**config.mk**
```make
export PLATFORM = sky130hd
export DESIGN_NAME = tl45_issue_ctrl
export DESIGN_NICKNAME = d
export VERILOG_FILES = /design/src/rtl/tl45_pkg.sv /design/src/rtl/tl45_scoreboard.sv /design/src/rtl/tl45_issue_ctrl.sv
export SDC_FILE = /design/constraint.sdc
export NUM_CORES = 1
export LEC_CHECK = 0
export CAP_MARGIN = 20
export CORE_AREA = 2 2 156 158
export CTS_CLUSTER_DIAMETER = 30
export DETAILED_ROUTE_END_ITERATION = 12
export DIE_AREA = 0 0 158 160
export GPL_TIMING_DRIVEN = 0
export PLACE_DENSITY = 0.81
export SYNTH_ARGS = -nofsm -noshare
export SYNTH_HDL_FRONTEND = slang
export SYNTH_SLANG_ARGS = --single-unit
```
**constraint.sdc**
```tcl
create_clock -name i_clk -period 3.65 [get_ports i_clk]
set_clock_uncertainty 0.05 [all_clocks]
set_input_delay 0.5475 -clock i_clk [delete_from_list [all_inputs] [get_ports i_clk]]
set_output_delay 0.5475 -clock i_clk [all_outputs]
set_load 0.02 [all_outputs]
```
**src/rtl/tl45_pkg.sv**
```systemverilog
// Shared definitions for the tl45 issue/hazard slice: datapath defaults,
// opcode encodings and a register-match helper.
package tl45_pkg;

  localparam int TL45_XLEN      = 32;
  localparam int TL45_NREG      = 16;
  localparam int TL45_MAX_LOADS = 2;
  localparam int REG_W          = 4;

  localparam logic [REG_W-1:0] REG_ZERO = '0;

  localparam logic [4:0] OP_NOP  = 5'd0;
  localparam logic [4:0] OP_ADD  = 5'd1;
  localparam logic [4:0] OP_SUB  = 5'd2;
  localparam logic [4:0] OP_LOAD = 5'd3;
  localparam logic [4:0] OP_STOR = 5'd4;
  localparam logic [4:0] OP_JMP  = 5'd5;

  // True when a real (non-r0) source register equals the other id.
  function automatic logic reg_hit(input logic [REG_W-1:0] src,
                                   input logic [REG_W-1:0] other);
    return (src != REG_ZERO) && (src == other);
  endfunction

endpackage

```
**src/rtl/tl45_scoreboard.sv**
```systemverilog
// Pending-load scoreboard: one bit per architectural register whose value
// is still owed by memory, plus a count of loads in flight past the ALU.
module tl45_scoreboard
  import tl45_pkg::*;
#(
  parameter int MAX_LOADS = TL45_MAX_LOADS
) (
  input  logic                 i_clk,
  input  logic                 i_reset,
  input  logic                 i_set_valid,
  input  logic [REG_W-1:0]     i_set_reg,
  input  logic                 i_clr_valid,
  input  logic [REG_W-1:0]     i_clr_reg,
  output logic [TL45_NREG-1:0] o_pending,
  output logic                 o_full
);

  localparam int CW = $clog2(MAX_LOADS + 1);
  localparam logic [CW-1:0] MAX_CNT = CW'(MAX_LOADS);

  logic [TL45_NREG-1:0] r_pending;
  logic [CW-1:0]        r_count;
  logic                 w_set_en;
  logic                 w_clr_en;

  // A return with nothing in flight belongs to a load discarded by reset.
  assign w_clr_en = i_clr_valid && (r_count != '0);
  assign w_set_en = i_set_valid && (i_set_reg != REG_ZERO);

  // A load returning this cycle frees its slot for an incoming load.
  assign o_full    = (r_count == MAX_CNT) && !w_clr_en;
  assign o_pending = r_pending;

  // Track pending destinations and the in-flight load count.
  // NOTE: sequential state uses non-blocking assignments so every flop
  // samples pre-edge values regardless of statement order.
  always_ff @(posedge i_clk) begin
    if (i_reset) begin
      // NOTE: the pending vector is a handful of flops, not a RAM, so it is
      // cleared on reset to drop loads that were in flight.
      r_pending <= '0;
      r_count   <= '0;
    end else begin
      if (w_clr_en) r_pending[i_clr_reg] <= 1'b0;
      if (w_set_en) r_pending[i_set_reg] <= 1'b1;
      case ({w_set_en, w_clr_en})
        2'b10:   r_count <= r_count + 1'b1;
        2'b01:   r_count <= r_count - 1'b1;
        default: r_count <= r_count;
      endcase
    end
  end

endmodule

```
**src/rtl/tl45_issue_ctrl.sv**
```systemverilog
// Issue/hazard controller between decode and tl45_alu: one-entry issue
// buffer, operand forwarding from ALU/MEM, RAW/WAW/capacity stalls.
module tl45_issue_ctrl
  import tl45_pkg::*;
#(
  parameter int XLEN      = TL45_XLEN,
  parameter int MAX_LOADS = TL45_MAX_LOADS
) (
  input  logic             i_clk,
  input  logic             i_reset,
  input  logic             i_pipe_stall,
  input  logic             i_pipe_flush,
  output logic             o_pipe_stall,
  output logic             o_pipe_flush,
  input  logic [4:0]       i_opcode,
  input  logic             i_is_load,
  input  logic [REG_W-1:0] i_dr,
  input  logic [REG_W-1:0] i_sr1,
  input  logic [REG_W-1:0] i_sr2,
  input  logic [XLEN-1:0]  i_sr1_val,
  input  logic [XLEN-1:0]  i_sr2_val,
  input  logic [3:0]       i_jmp_cond,
  input  logic [XLEN-1:0]  i_target_offset,
  input  logic [XLEN-1:0]  i_pc,
  input  logic [REG_W-1:0] i_alu_of_reg,
  input  logic [XLEN-1:0]  i_alu_of_val,
  input  logic             i_mem_of_valid,
  input  logic [REG_W-1:0] i_mem_of_reg,
  input  logic [XLEN-1:0]  i_mem_of_val,
  output logic [4:0]       o_opcode,
  output logic [REG_W-1:0] o_dr,
  output logic [3:0]       o_jmp_cond,
  output logic [XLEN-1:0]  o_sr1_val,
  output logic [XLEN-1:0]  o_sr2_val,
  output logic [XLEN-1:0]  o_target_offset,
  output logic [XLEN-1:0]  o_pc,
  output logic [31:0]      o_stall_cycles
);

  logic [4:0]           r_opcode;
  logic                 r_is_load;
  logic [REG_W-1:0]     r_dr;
  logic [3:0]           r_jmp_cond;
  logic [XLEN-1:0]      r_sr1_val;
  logic [XLEN-1:0]      r_sr2_val;
  logic [XLEN-1:0]      r_target_offset;
  logic [XLEN-1:0]      r_pc;
  logic [31:0]          r_stall_cycles;

  logic [TL45_NREG-1:0] w_pending;
  logic                 w_full;
  logic                 w_handoff;
  logic                 w_sb_set;
  logic                 w_buf_busy;
  logic                 w_sr1_hz;
  logic                 w_sr2_hz;
  logic                 w_waw_hz;
  logic                 w_hazard;
  logic [XLEN-1:0]      w_sr1_fwd;
  logic [XLEN-1:0]      w_sr2_fwd;

  // The buffered instruction leaves for the ALU whenever the ALU accepts it.
  assign w_handoff = !i_pipe_stall && !i_pipe_flush;
  assign w_sb_set  = w_handoff && r_is_load && (r_dr != REG_ZERO);

  tl45_scoreboard #(
    .MAX_LOADS (MAX_LOADS)
  ) u_sb (
    .i_clk       (i_clk),
    .i_reset     (i_reset),
    .i_set_valid (w_sb_set),
    .i_set_reg   (r_dr),
    .i_clr_valid (i_mem_of_valid),
    .i_clr_reg   (i_mem_of_reg),
    .o_pending   (w_pending),
    .o_full      (w_full)
  );

  // The buffered result is computed only after it leaves, so a dependent
  // instruction directly behind it needs one bubble.
  assign w_buf_busy = (r_opcode != OP_NOP) && (r_dr != REG_ZERO);

  assign w_sr1_hz = (i_sr1 != REG_ZERO) &&
                    ((w_buf_busy && (i_sr1 == r_dr)) ||
                     (w_pending[i_sr1] && !(i_mem_of_valid && (i_mem_of_reg == i_sr1))));
  assign w_sr2_hz = (i_sr2 != REG_ZERO) &&
                    ((w_buf_busy && (i_sr2 == r_dr)) ||
                     (w_pending[i_sr2] && !(i_mem_of_valid && (i_mem_of_reg == i_sr2))));
  assign w_waw_hz = i_is_load && (w_pending[i_dr] || w_full);
  assign w_hazard = (i_opcode != OP_NOP) && (w_sr1_hz || w_sr2_hz || w_waw_hz);

  assign o_pipe_stall = i_pipe_stall | w_hazard;
  assign o_pipe_flush = i_pipe_flush;

  // Resolve each source: r0, then ALU forward, then MEM forward, then regfile.
  always_comb begin
    // NOTE: every combinational output gets a default first so no path
    // through the if-chain leaves it unassigned and infers a latch.
    w_sr1_fwd = i_sr1_val;
    w_sr2_fwd = i_sr2_val;
    if (i_sr1 == REG_ZERO)                           w_sr1_fwd = '0;
    else if (reg_hit(i_sr1, i_alu_of_reg))           w_sr1_fwd = i_alu_of_val;
    else if (i_mem_of_valid && reg_hit(i_sr1, i_mem_of_reg)) w_sr1_fwd = i_mem_of_val;
    if (i_sr2 == REG_ZERO)                           w_sr2_fwd = '0;
    else if (reg_hit(i_sr2, i_alu_of_reg))           w_sr2_fwd = i_alu_of_val;
    else if (i_mem_of_valid && reg_hit(i_sr2, i_mem_of_reg)) w_sr2_fwd = i_mem_of_val;
  end

  // Issue buffer: flush beats hold, hold beats bubble, bubble beats latch.
  always_ff @(posedge i_clk) begin
    if (i_reset || i_pipe_flush || (!i_pipe_stall && w_hazard)) begin
      r_opcode        <= OP_NOP;
      r_is_load       <= 1'b0;
      r_dr            <= REG_ZERO;
      r_jmp_cond      <= '0;
      r_sr1_val       <= '0;
      r_sr2_val       <= '0;
      r_target_offset <= '0;
      r_pc            <= '0;
    end else if (!i_pipe_stall) begin
      r_opcode        <= i_opcode;
      r_is_load       <= i_is_load;
      r_dr            <= i_dr;
      r_jmp_cond      <= i_jmp_cond;
      r_sr1_val       <= w_sr1_fwd;
      r_sr2_val       <= w_sr2_fwd;
      r_target_offset <= i_target_offset;
      r_pc            <= i_pc;
    end
  end

  // Saturating count of cycles lost to our own hazards.
  always_ff @(posedge i_clk) begin
    if (i_reset) begin
      r_stall_cycles <= '0;
    end else if (w_hazard && !i_pipe_stall && (r_stall_cycles != '1)) begin
      r_stall_cycles <= r_stall_cycles + 32'd1;
    end
  end

  assign o_opcode        = r_opcode;
  assign o_dr            = r_dr;
  assign o_jmp_cond      = r_jmp_cond;
  assign o_sr1_val       = r_sr1_val;
  assign o_sr2_val       = r_sr2_val;
  assign o_target_offset = r_target_offset;
  assign o_pc            = r_pc;
  assign o_stall_cycles  = r_stall_cycles;

endmodule

```
; ---- Yosys cells after proc, flatten, opt, wreduce, memory -nomap -nowiden
; Cells that the tools add are included.
[op_classes]
reduce_logical = 48
bitwise_logic = 4
multipliers = 0
div = 0
shifts = 0
n_eq_ne = 12
addsub = 3
magnitude_cmp = 7
n_mux = 20
[ops]
columns = op, n
row1 = 2-to-1 mux 32 bit, 6
row2 = 2-to-1 mux 16 bit, 3
row3 = adder 32 x 1 -> 32 bit (second input constant), 1
row4 = equality test 4 bit, 8
row5 = inequality test 32 bit (second input constant), 1
row6 = logical AND 1 bit, 27
row7 = less-than comparator 4 x 5 -> 1 bit (second input constant), 5
row8 = AND 16 bit, 1
row9 = inverter 16 bit, 1
row10 = OR 16 bit, 1
row11 = binary-select mux 1 bit (select 4 bit), 3
row12 = nonzero test 4 bit, 3
row13 = nonzero test 5 bit, 2
row14 = demux 1 bit (select 4 bit), 2
row15 = >= comparator 4 x 1 -> 1 bit (second input constant), 2
row16 = zero test 4 bit, 2
row17 = logical OR 1 bit, 7
row18 = zero test 1 bit, 5
row19 = 2-to-1 mux 1 bit, 5
row20 = equality test 2 bit (second input constant), 2
row21 = one-hot mux 2 bit (2 select lines), 1
row22 = nonzero test 2 bit, 2
row23 = adder 2 x 1 -> 2 bit (second input constant), 1
row24 = equality test 2 x 1 -> 1 bit (second input constant), 1
row25 = other kinds (2), 2
[word_totals]
n_memories = 0
mem_bits_ro = 0
out_inout_bits = 175
word_cells = 105
ram_bits = 0
inputBits = 227
regBits = 192
latchBits = 0

; ---- Logic depth before layout (Yosys ltp)
; Gate-level depths: netlist of run 1.
[depth]
word_depth = 11
depth_mapped = 12
ltp_nobuf = 8

; ---- Cells and area by module
; A second synthesis of run 1 with hierarchy kept.
[hier_totals]
hier_cells = 1085
area_unflattened_um2 = 9599.2
[by_module_without_submodules]
columns = mod, instances, area_each_um2, cells_each, seq_area_each_um2
row1 = tl45_issue_ctrl, 1, 8742.1, 988, 3483.3
row2 = tl45_scoreboard, 1, 857.1, 97, 360.3

; ---- Worst setup path after synthesis of run 1
; OpenSTA, ideal clock, no wires.
[synth_timing]
kind = input to register
startpoint = input port i_sr2[0]
endpoint = register r_pc[15] (netlist: o_pc[15])
path_slack_ps = 583
t_required_ps = 3535
path_stages = 11
setup_time_ps = 65
arrival_ps = 2952
n_path_buf = 4
path_cell_list = buf_2 -> mux4_2 -> mux4_2 -> o211ai_2 -> o311a_1 -> nor2_1 -> or3_1 -> buf_2 -> buf_6 -> buf_6 -> nor2_1
[synth_between]
elab_chain_len = 11
elab_cells_between_ends = 16
classes_between = 2 x eq/ne / 2 x mux / 12 x reduce/logical
[synth_lines]
columns = element, line
row1 = "start, declared", tl45_issue_ctrl.sv:19  ; input logic [REG_W-1:0] i_sr2,
row2 = "parallel branches: the longest is 5 deep, another holds binary-select mux 1 bit (select 4 bit)", -
row3 = logical AND 1 bit (*), tl45_issue_ctrl.sv:86  ; assign w_sr2_hz = (i_sr2 != REG_ZERO) &&
row4 = logical OR 1 bit (*) (2 in a row), tl45_issue_ctrl.sv:90  ; assign w_hazard = (i_opcode != OP_NOP) && (w_sr1_hz || w_sr2_hz || w_waw_hz);
row5 = logical AND 1 bit (*), tl45_issue_ctrl.sv:90
row6 = logical AND 1 bit (*), tl45_issue_ctrl.sv:111  ; if (i_reset || i_pipe_flush || (!i_pipe_stall && w_hazard)) begin
row7 = logical OR 1 bit (*), tl45_issue_ctrl.sv:111
row8 = "end signal, assigned", tl45_issue_ctrl.sv:128  ; r_pc <= i_pc;
row9 = "end, declared", tl45_issue_ctrl.sv:47  ; logic [XLEN-1:0] r_pc;
; Mark *: on every way between the ends. The select of a mux whose other input is x is not followed.
; A chain may end at the register's enable or synchronous reset.

; ---- Worst setup path after layout of run 1
[layout_timing]
startpoint = input port i_opcode[4]
endpoint = output port o_pipe_stall
[layout_between]
elab_chain_len = 3
[layout_lines]
columns = element, line
row1 = "start, declared", tl45_issue_ctrl.sv:15  ; input logic [4:0] i_opcode,
row2 = nonzero test 5 bit, tl45_issue_ctrl.sv:90
row3 = logical AND 1 bit, tl45_issue_ctrl.sv:90
row4 = OR 1 bit, tl45_issue_ctrl.sv:92  ; assign o_pipe_stall = i_pipe_stall | w_hazard;
row5 = "end, declared", tl45_issue_ctrl.sv:13  ; output logic o_pipe_stall,
; Every way passes these cells.

==> results of run 1 <==
-- metal layers --
| layer | up-vias | track usage, % | routed length [um] |
|---|---|---|---|
| met5 | - | 0 | 0 |
| met2 | 469 | 46.6 | 17500 |
| li1 | 4607 | - | - |
| met3 | 65 | 6.62 | 2970 |
| met4 | 0 | 10.2 | 1100 |
| met1 | 4574 | 31.7 | 14100 |
-- timing repair --
item,in CTS,in global routing
resized for setup,6,7
setup endpoints to repair,1,45
pin swaps,1,1
buffers inserted,2,0
-- synthesized netlist by cell type, types with 2 or more instances --
library cell / instances
nand2b_1: 2
dfxtp_1: 192
nor3_1: 4
and3_1: 10
o21ai_0: 89
nor2_2: 9
mux2_2: 5
inv_1: 8
buf_6: 7
mux2i_1: 153
nand4_1: 13
mux4_2: 10
buf_4: 3
or3_1: 9
buf_2: 6
a311oi_1: 2
nand3_1: 17
buf_8: 2
a22oi_1: 65
ha_1: 2
xnor2_1: 23
nor2_1: 169
nor2b_1: 8
nor3b_1: 3
nand3b_1: 5
o31ai_1: 9
a31oi_1: 3
clkbuf_1: 62
or4_1: 12
a21oi_1: 34
and4_1: 6
or2_2: 3
nand2_1: 96
nor4_1: 4
xor2_1: 11
-- state kept, by name, summed over array words and instances, names as in the netlist --
signal and flops:
o_stall_cycles 32, o_sr1_val 32, r_is_load 1, u_sb.o_pending 16, u_sb.r_count 2, o_pc 32, o_target_offset 32, o_dr 4
o_jmp_cond 4, o_opcode 5, o_sr2_val 32
-- how the worst max path moves through the flow --
stage | to | slack, ps | depth (start not counted)
after floorplan | o_pc[15] | 580 | 11
after global placement | o_target_offset[30] | -360 | 11
after detailed placement | o_sr2_val[0] | -420 | 10
after CTS | o_pipe_stall | 6 | 8
after global routing | o_pipe_stall | 40 | 8
final | o_pipe_stall | 80 | 8
-- cells by family (layout without fill, tap and decap cells) --
group                      after synthesis  in the layout  synth area share, %
DFF                                    192            192                 41.0
AOI/OAI and AO/OA                      209            209                 13.7
muxes                                  168            168                 19.3
xor gates and xnor gates                34             34                 3.17
buffers and inverters                   88            513                 4.52
and+or+nand+nor                        373            373                 18.1
adders and majority gates                2              2                0.267
-- per-stage QoR --
step | total power, mW | hold WS [ps] | cell area (um^2)
6_report | 5.00 | 448 | 14400
5_1_grt | 5.18 | 482 | 14400
4_1_cts | 5.03 | 449 | 14300
3_5_place_dp | 3.16 | 432 | 13700
3_3_place_gp | 3.15 | 422 | 13700
2_1_floorplan | 2.66 | 418 | 9380
-- critical path, cell delays in order --
cell	delay, ps
clkdlybuf4s50_1	430
or4_4	590
nor2_4	180
nor4_1	90
a21oi_2	190
o311a_1	280
nand2_1	100
clkdlybuf4s50_1	540
-- area by class of cell --
class | count | area (um^2) | share of cell area, %
clock inverters | 15 | 166 | 1.16
flip-flops and latches | 192 | 3840 | 26.8
plain buffers | 79 | 392 | 2.73
well taps | 324 | 405 | 2.82
repair buffers | 394 | 3940 | 27.4
clock buffers | 17 | 425 | 2.96
multi-input cells | 786 | 5160 | 35.9
inverters | 8 | 30.0 | 0.209
-- placed cells by master, fill, tap and decap left out, drive strengths merged, types with 3 or more instances in the layout --
| master | Yosys | final |
|---|---|---|
| nor2 | 178 | 178 |
| inv | 8 | 15 |
| xnor2 | 23 | 23 |
| or3 | 9 | 9 |
| mux4 | 10 | 10 |
| a31oi | 3 | 3 |
| clkdlybuf4s50 | 0 | 391 |
| nand4 | 13 | 13 |
| a22oi | 65 | 65 |
| a21oi | 34 | 34 |
| nor2b | 8 | 8 |
| o21ai | 89 | 89 |
| nand2 | 96 | 96 |
| mux2 | 5 | 5 |
| nor3 | 4 | 4 |
| or4 | 12 | 12 |
| nor3b | 4 | 4 |
| nor4 | 5 | 5 |
| and3 | 10 | 10 |
| xor2 | 11 | 11 |
| clkbuf | 62 | 78 |
| mux2i | 153 | 153 |
| or2 | 3 | 3 |
| nand3b | 5 | 5 |
| clkinv | 0 | 7 |
| nand3 | 17 | 17 |
| buf | 18 | 20 |
| and4 | 6 | 6 |
| o31ai | 9 | 9 |
| dfxtp | 192 | 192 |
-- power by group --
group	leakage [nW]	internal, mW	switching (mW)
Combinational	3.30	0.479	0.464
Sequential	1.56	2.15	0.0346
Clock	0.287	0.923	0.948
Total	5.15	3.55	1.45
==> results by group, run 1 <==
Routing
  • DR DRC count: 0
  • Routed WL per cell: 19.6 um
  • Via/cell ratio: 5.35
  • Vias: 9715
  • DRT Pass-1 Iters: 5
  • Post-route ant nets: 0
  • Final wirelength: 35700 um
  • Initial drt markers: 618

CTS
  • H-tree Lvls: 4
  • Cts bufs inserted: 17
  • Clk sinks: 192
  • Worst-path clk slew: 80 ps
  • CTS tree: yes
  • Root buffer cell: clkbuf_16
  • Clk buf depth: 2
  • Worst-Skew Late Latency: 430 ps
  • CTS Hold Buffers Added: 0

Final layout
  • Syn-to-layout area delta: 53.0%
  • Ratio of cells with drive above 1 in the final layout: 6.10%
  • Final Non-Filler Cells: 1815
  • Layout Nets: 1707
  • # fillers: 2101
  • Final Core Density: 60.3%
  • Ant. Diodes: 0

Placed design
  • Port buffer count: 392
  • Post-DP HPWL: 28000 um
  • Setup WS pre-CTS: -419 ps
  • Placed cells: 1782
  • GPL Wtd Cong: 0.930

Worst hold path
  • Hold EP: o_target_offset[3]
  • Type of the most critical hold path: reg -> reg
  • Hold Path Stages: 2
  • Hold_sp: o_target_offset[3]

Synth
  • Main synth FF type: dfxtp_1
  • EDFF count, synth: 0
  • Syn avg cell area: 8.80 um^2
  • Syn Inst Count: 1066
  • Synth top area share: 41.0%
  • Post-synth ARST share: 0%
  • Post-Syn Nets: 1295
  • Leading area contributor after synthesis: dfxtp_1
  • Largest cells by area after synthesis: dfxtp_1, mux2i_1, nor2_1
  • Sequential area share after synthesis: 41.0%
  • Synth warnings: 0
  • Yosys cell types: 45
  • Yosys reg bits: 192
  • Synth Cell Area: 9380 um^2

Power
  • PwrDens: 348 nW/um^2
  • Maximum vdd drop: 0.000287 V
  • P_leak: 5.15 nW

Timing
  • Worst rel slew slack: 32.7%
  • RSZ-0062 raised after global routing: false
  • PnR worst setup slack: 82.4 ps
  • Setup Viol. Count Final: 0
  • Post-route setup TNS: 0 ps
  • Final worst path period need: 3570 ps
  • Final hold violation count: 0
  • Max-slew violations: 0
  • Max Fclk: 280 MHz
  • Slew of the pin with the lowest slew margin: 1010 ps
  • Final period util: 97.7%

Critical path
  • CP arrival: 2970 ps
  • CP Capture Type: output port
  • Crit Path Category: in -> out
  • Reg2reg setup slack: 260 ps
  • R2R depth: 12
  • Req. time, crit path: 3050 ps
  • CP max FO: 4
  • Crit start category: input port
  • Worst R2R End: o_opcode[4]
  • Worst setup startpoint: i_opcode[4]
  • Beginning of the worst register-to-register path: o_dr[2]

Global route
  • Grt total ovfl: 0
  • First-pass GRT wire length: 52200 um
  • Initial antenna violation count: 0
  • GR Util All Layers: 26.9%
  • Number of global-route vias before repair: 9524
  • Largest net degree at the start of global routing: 21

Floorplan
  • # IOs: 402
  • # rows: 57
  • Die height: 160 um
  • Initial Util: 39.4%
  • Core Region: 23800 um^2
  • Die ar.: 25300 um^2
  • Chip Width: 158 um

Status
  • Status: finished, final reports clean

Job
  • Max-Cap Viols: 0
Note: power is estimated with default switching activity, not from simulation.
==> run 2, diff against run 1 <==
CTS_CLUSTER_SIZE = 28   (was default)
==> results of run 2 <==
Same layout as run 1: the final DEF is identical, and so are final timing and power.
==> run 3, diff against run 2 <==
SETUP_SLACK_MARGIN = 0.5   (was default)
==> run 3 against run 2 <==
  * Wire length grew 0.86%
  * Hold slack lost 63 ps
  * Cell count grew 0.66%
  * Maximum frequency grew 16%
  * Clock power is essentially flat
  * Largest power group unchanged
  * First-iteration DRC count grew 1.6%
  * Sequential power is essentially flat
  * Largest cell class unchanged
  * Non-clock buffer count grew 12
==> results by group, run 3 (synthesis results as in run 1) <==
Status
  • Status: finished, final reports clean

Final layout
  • Ratio of cells with drive above 1 in the final layout: 8.65% (+2.5 points)
  • Layout Nets: 1719 (+0.70%)
  • Ant. Diodes: 0 (unchanged)
  • Syn-to-layout area delta: 55.2%
  • Most common cell after layout, fill and taps aside: clkdlybuf4s50_1
  • Commonest cells after routing, fill and taps aside: clkdlybuf4s50_1, dfxtp_1, nor2_1, mux2i_1, nand2_1
  • Final Core Density: 61.1% (+0.85 points)
  • # fillers: 2084 (-0.81%)
  • Design Area, Final: 14600 um^2 (+1.4%)

Floorplan
  • Chip Width: 158 um (unchanged)
  • # IOs: 402 (unchanged)
  • Die ar.: 25300 um^2 (unchanged)
  • # rows: 57 (unchanged)
  • Initial Util: 39.4% (unchanged)
  • Core Region: 23800 um^2 (unchanged)
  • Die height: 160 um (unchanged)

Placed design
  • GPL Wtd Cong: 0.930 (unchanged)
  • Post-DP HPWL: 28000 um (unchanged)
  • Dpl cell area: 13700 um^2 (unchanged)
  • Port buffer count: 392 (unchanged)

Global route
  • Initial antenna violation count: 0 (unchanged)
  • Grt total ovfl: 0 (unchanged)
  • Largest net degree at the start of global routing: 21 (unchanged)
  • Number of global-route vias before repair: 9581 (+0.60%)
  • First-pass GRT wire length: 52400 um (+0.52%)
  • GR Util All Layers: 27.0% (+0.13 points)

Timing
  • Final worst path period need: 3070 ps (-493 ps)
  • Setup Viol. Count Final: 0 (unchanged)
  • Max-slew violations: 0 (unchanged)
  • Worst rel slew slack: 32.2% (-0.48 points)
  • Final hold slack: 385 ps (-62.9 ps)
  • RSZ-0062 raised after global routing: false
  • Slew of the pin with the lowest slew margin: 1020 ps (+7.25 ps)
  • Max Fclk: 325 MHz (+16%)
  • Final hold violation count: 0 (unchanged)
  • Final period util: 84.2% (-14 points)

Critical path
  • Critical path's slowest cell: clkdlybuf4s50_1
  • CP Cell Sequence: clkdlybuf4s50_1 > mux4_2 > a31oi_1 > a21oi_2 > buf_4 > buf_4 > buf_4 > o311ai_4 > nand2_2 > clkbuf_4 > nor4_1 > mux2_2
  • CP dominant cell by count: buf_4
  • CP Capture Type: flip-flop
  • Critical Path Max Stage Delay: 590 ps (about the same)
  • CP max FO: 10 (+6)
  • Crit start category: input port
  • Critical Path Stages: 12 (+4)
  • CP arrival: 3340 ps (+370 ps)
  • CP bufs+invs: 5 (+3)
  • Crit Path Category: in -> reg
  • R2R depth: 12 (unchanged)
  • Req. time, crit path: 3920 ps (+870 ps)
  • CP delay by family, top: buffers and inverters

Routing
  • Via/cell ratio: 5.36 (about the same)
  • Routed WL per cell: 19.7 um (+0.20%)
  • DR DRC count: 0 (unchanged)
  • DRT Pass-1 Iters: 6 (+1)
  • Post-route ant nets: 0 (unchanged)
  • Final wirelength: 36000 um (+0.86%)
  • Vias: 9785 (+0.72%)
  • Initial drt markers: 628 (+1.6%)

CTS
  • Root buffer cell: clkbuf_16
  • Clk buf depth: 2 (unchanged)
  • Clk sinks: 192 (unchanged)
  • Worst-Skew Late Latency: 430 ps (about the same)
  • H-tree Lvls: 4 (unchanged)
  • CTS Hold Buffers Added: 0 (unchanged)
  • Worst-path clk slew: 70 ps (about the same)
  • Cts bufs inserted: 17 (unchanged)
  • CTS tree: yes

Power
  • Maximum vdd drop: 0.000288 V (+0.56%)
  • P_leak: 5.30 nW (+3.0%)
  • PwrDens: 345 nW/um^2 (-0.80%)

Worst hold path
  • Hold Path Stages: 3 (+1)
  • Type of the most critical hold path: in -> reg

Job
  • Max-Cap Viols: 0 (unchanged)
run 3: cell count changes in the layout (fill, tap and decap cells not counted), moves of 3 or more:
cell	delta
buf_4	+9
clkbuf_1	-16
clkbuf_2	+15
clkbuf_4	+3
clkdlybuf4s50_1	-4
dlymetal6s2s_1	+3
nor2_1	-3
nor2_2	+3
run 3: tightest hold or removal path, cell delays in order:
cell            delay [ps]
dlymetal6s2s_1         120
mux2i_1                 80
nor2_1                  70
run 3: timing repair:
item / in CTS / in global routing
pin swaps: 2 / 8
gates resized for setup: 27 / 42
setup endpoints to repair: 163 / 163
setup buffers: 6 / 7
run 3: path summary, 6_finish.rpt:
kind / start / endpoint / slack [ps]
hold / removal: i_opcode[2] / o_opcode[2] / 390
setup reg to reg: o_opcode[0] / o_pc[6] / 620
setup / recovery: i_dr[2] / o_stall_cycles[13] / 580
hold reg to reg: o_target_offset[3] / o_target_offset[3] / 450
run 3: report_power, final:
group	switching, mW	internal, mW
logic	0.472	0.494
clock network	0.956	0.924
registers	0.0336	2.15
total	1.46	3.57
run 3: area by class of cell:
class                   count  area (um^2)  share of cell area, %
multi-input cells         786         5210                   35.8
plain buffers              80          442                   3.03
flip-flops and latches    192         3840                   26.4
clock inverters            15          166                   1.14
well taps                 324          405                   2.78
clock buffers              17          425                   2.92
inverters                   8         30.0                  0.206
repair buffers            405         4030                   27.7
run 3: layer usage:
layer	global-route usage [%]	wire length [um]	vias up	part of all wire [%]
met3	6.97	3040	72	8.4
li1	-	-	4629	-
met2	46.9	17600	452	49
met5	0	0	-	0
met4	10.5	1230	0	3.4
met1	31.6	14100	4632	39
run 3: through the flow:
step                total power [mW]  TNS, ps  setup slack [ps]  cells
floorplan                       2.66        0               583   1066
global placement                3.15   -30650              -361   1782
detailed placement              3.16   -34810              -419   1782
CTS                             5.04        0               367   1820
global route                    5.20        0               454   1827
finish                          5.03        0               575   1827
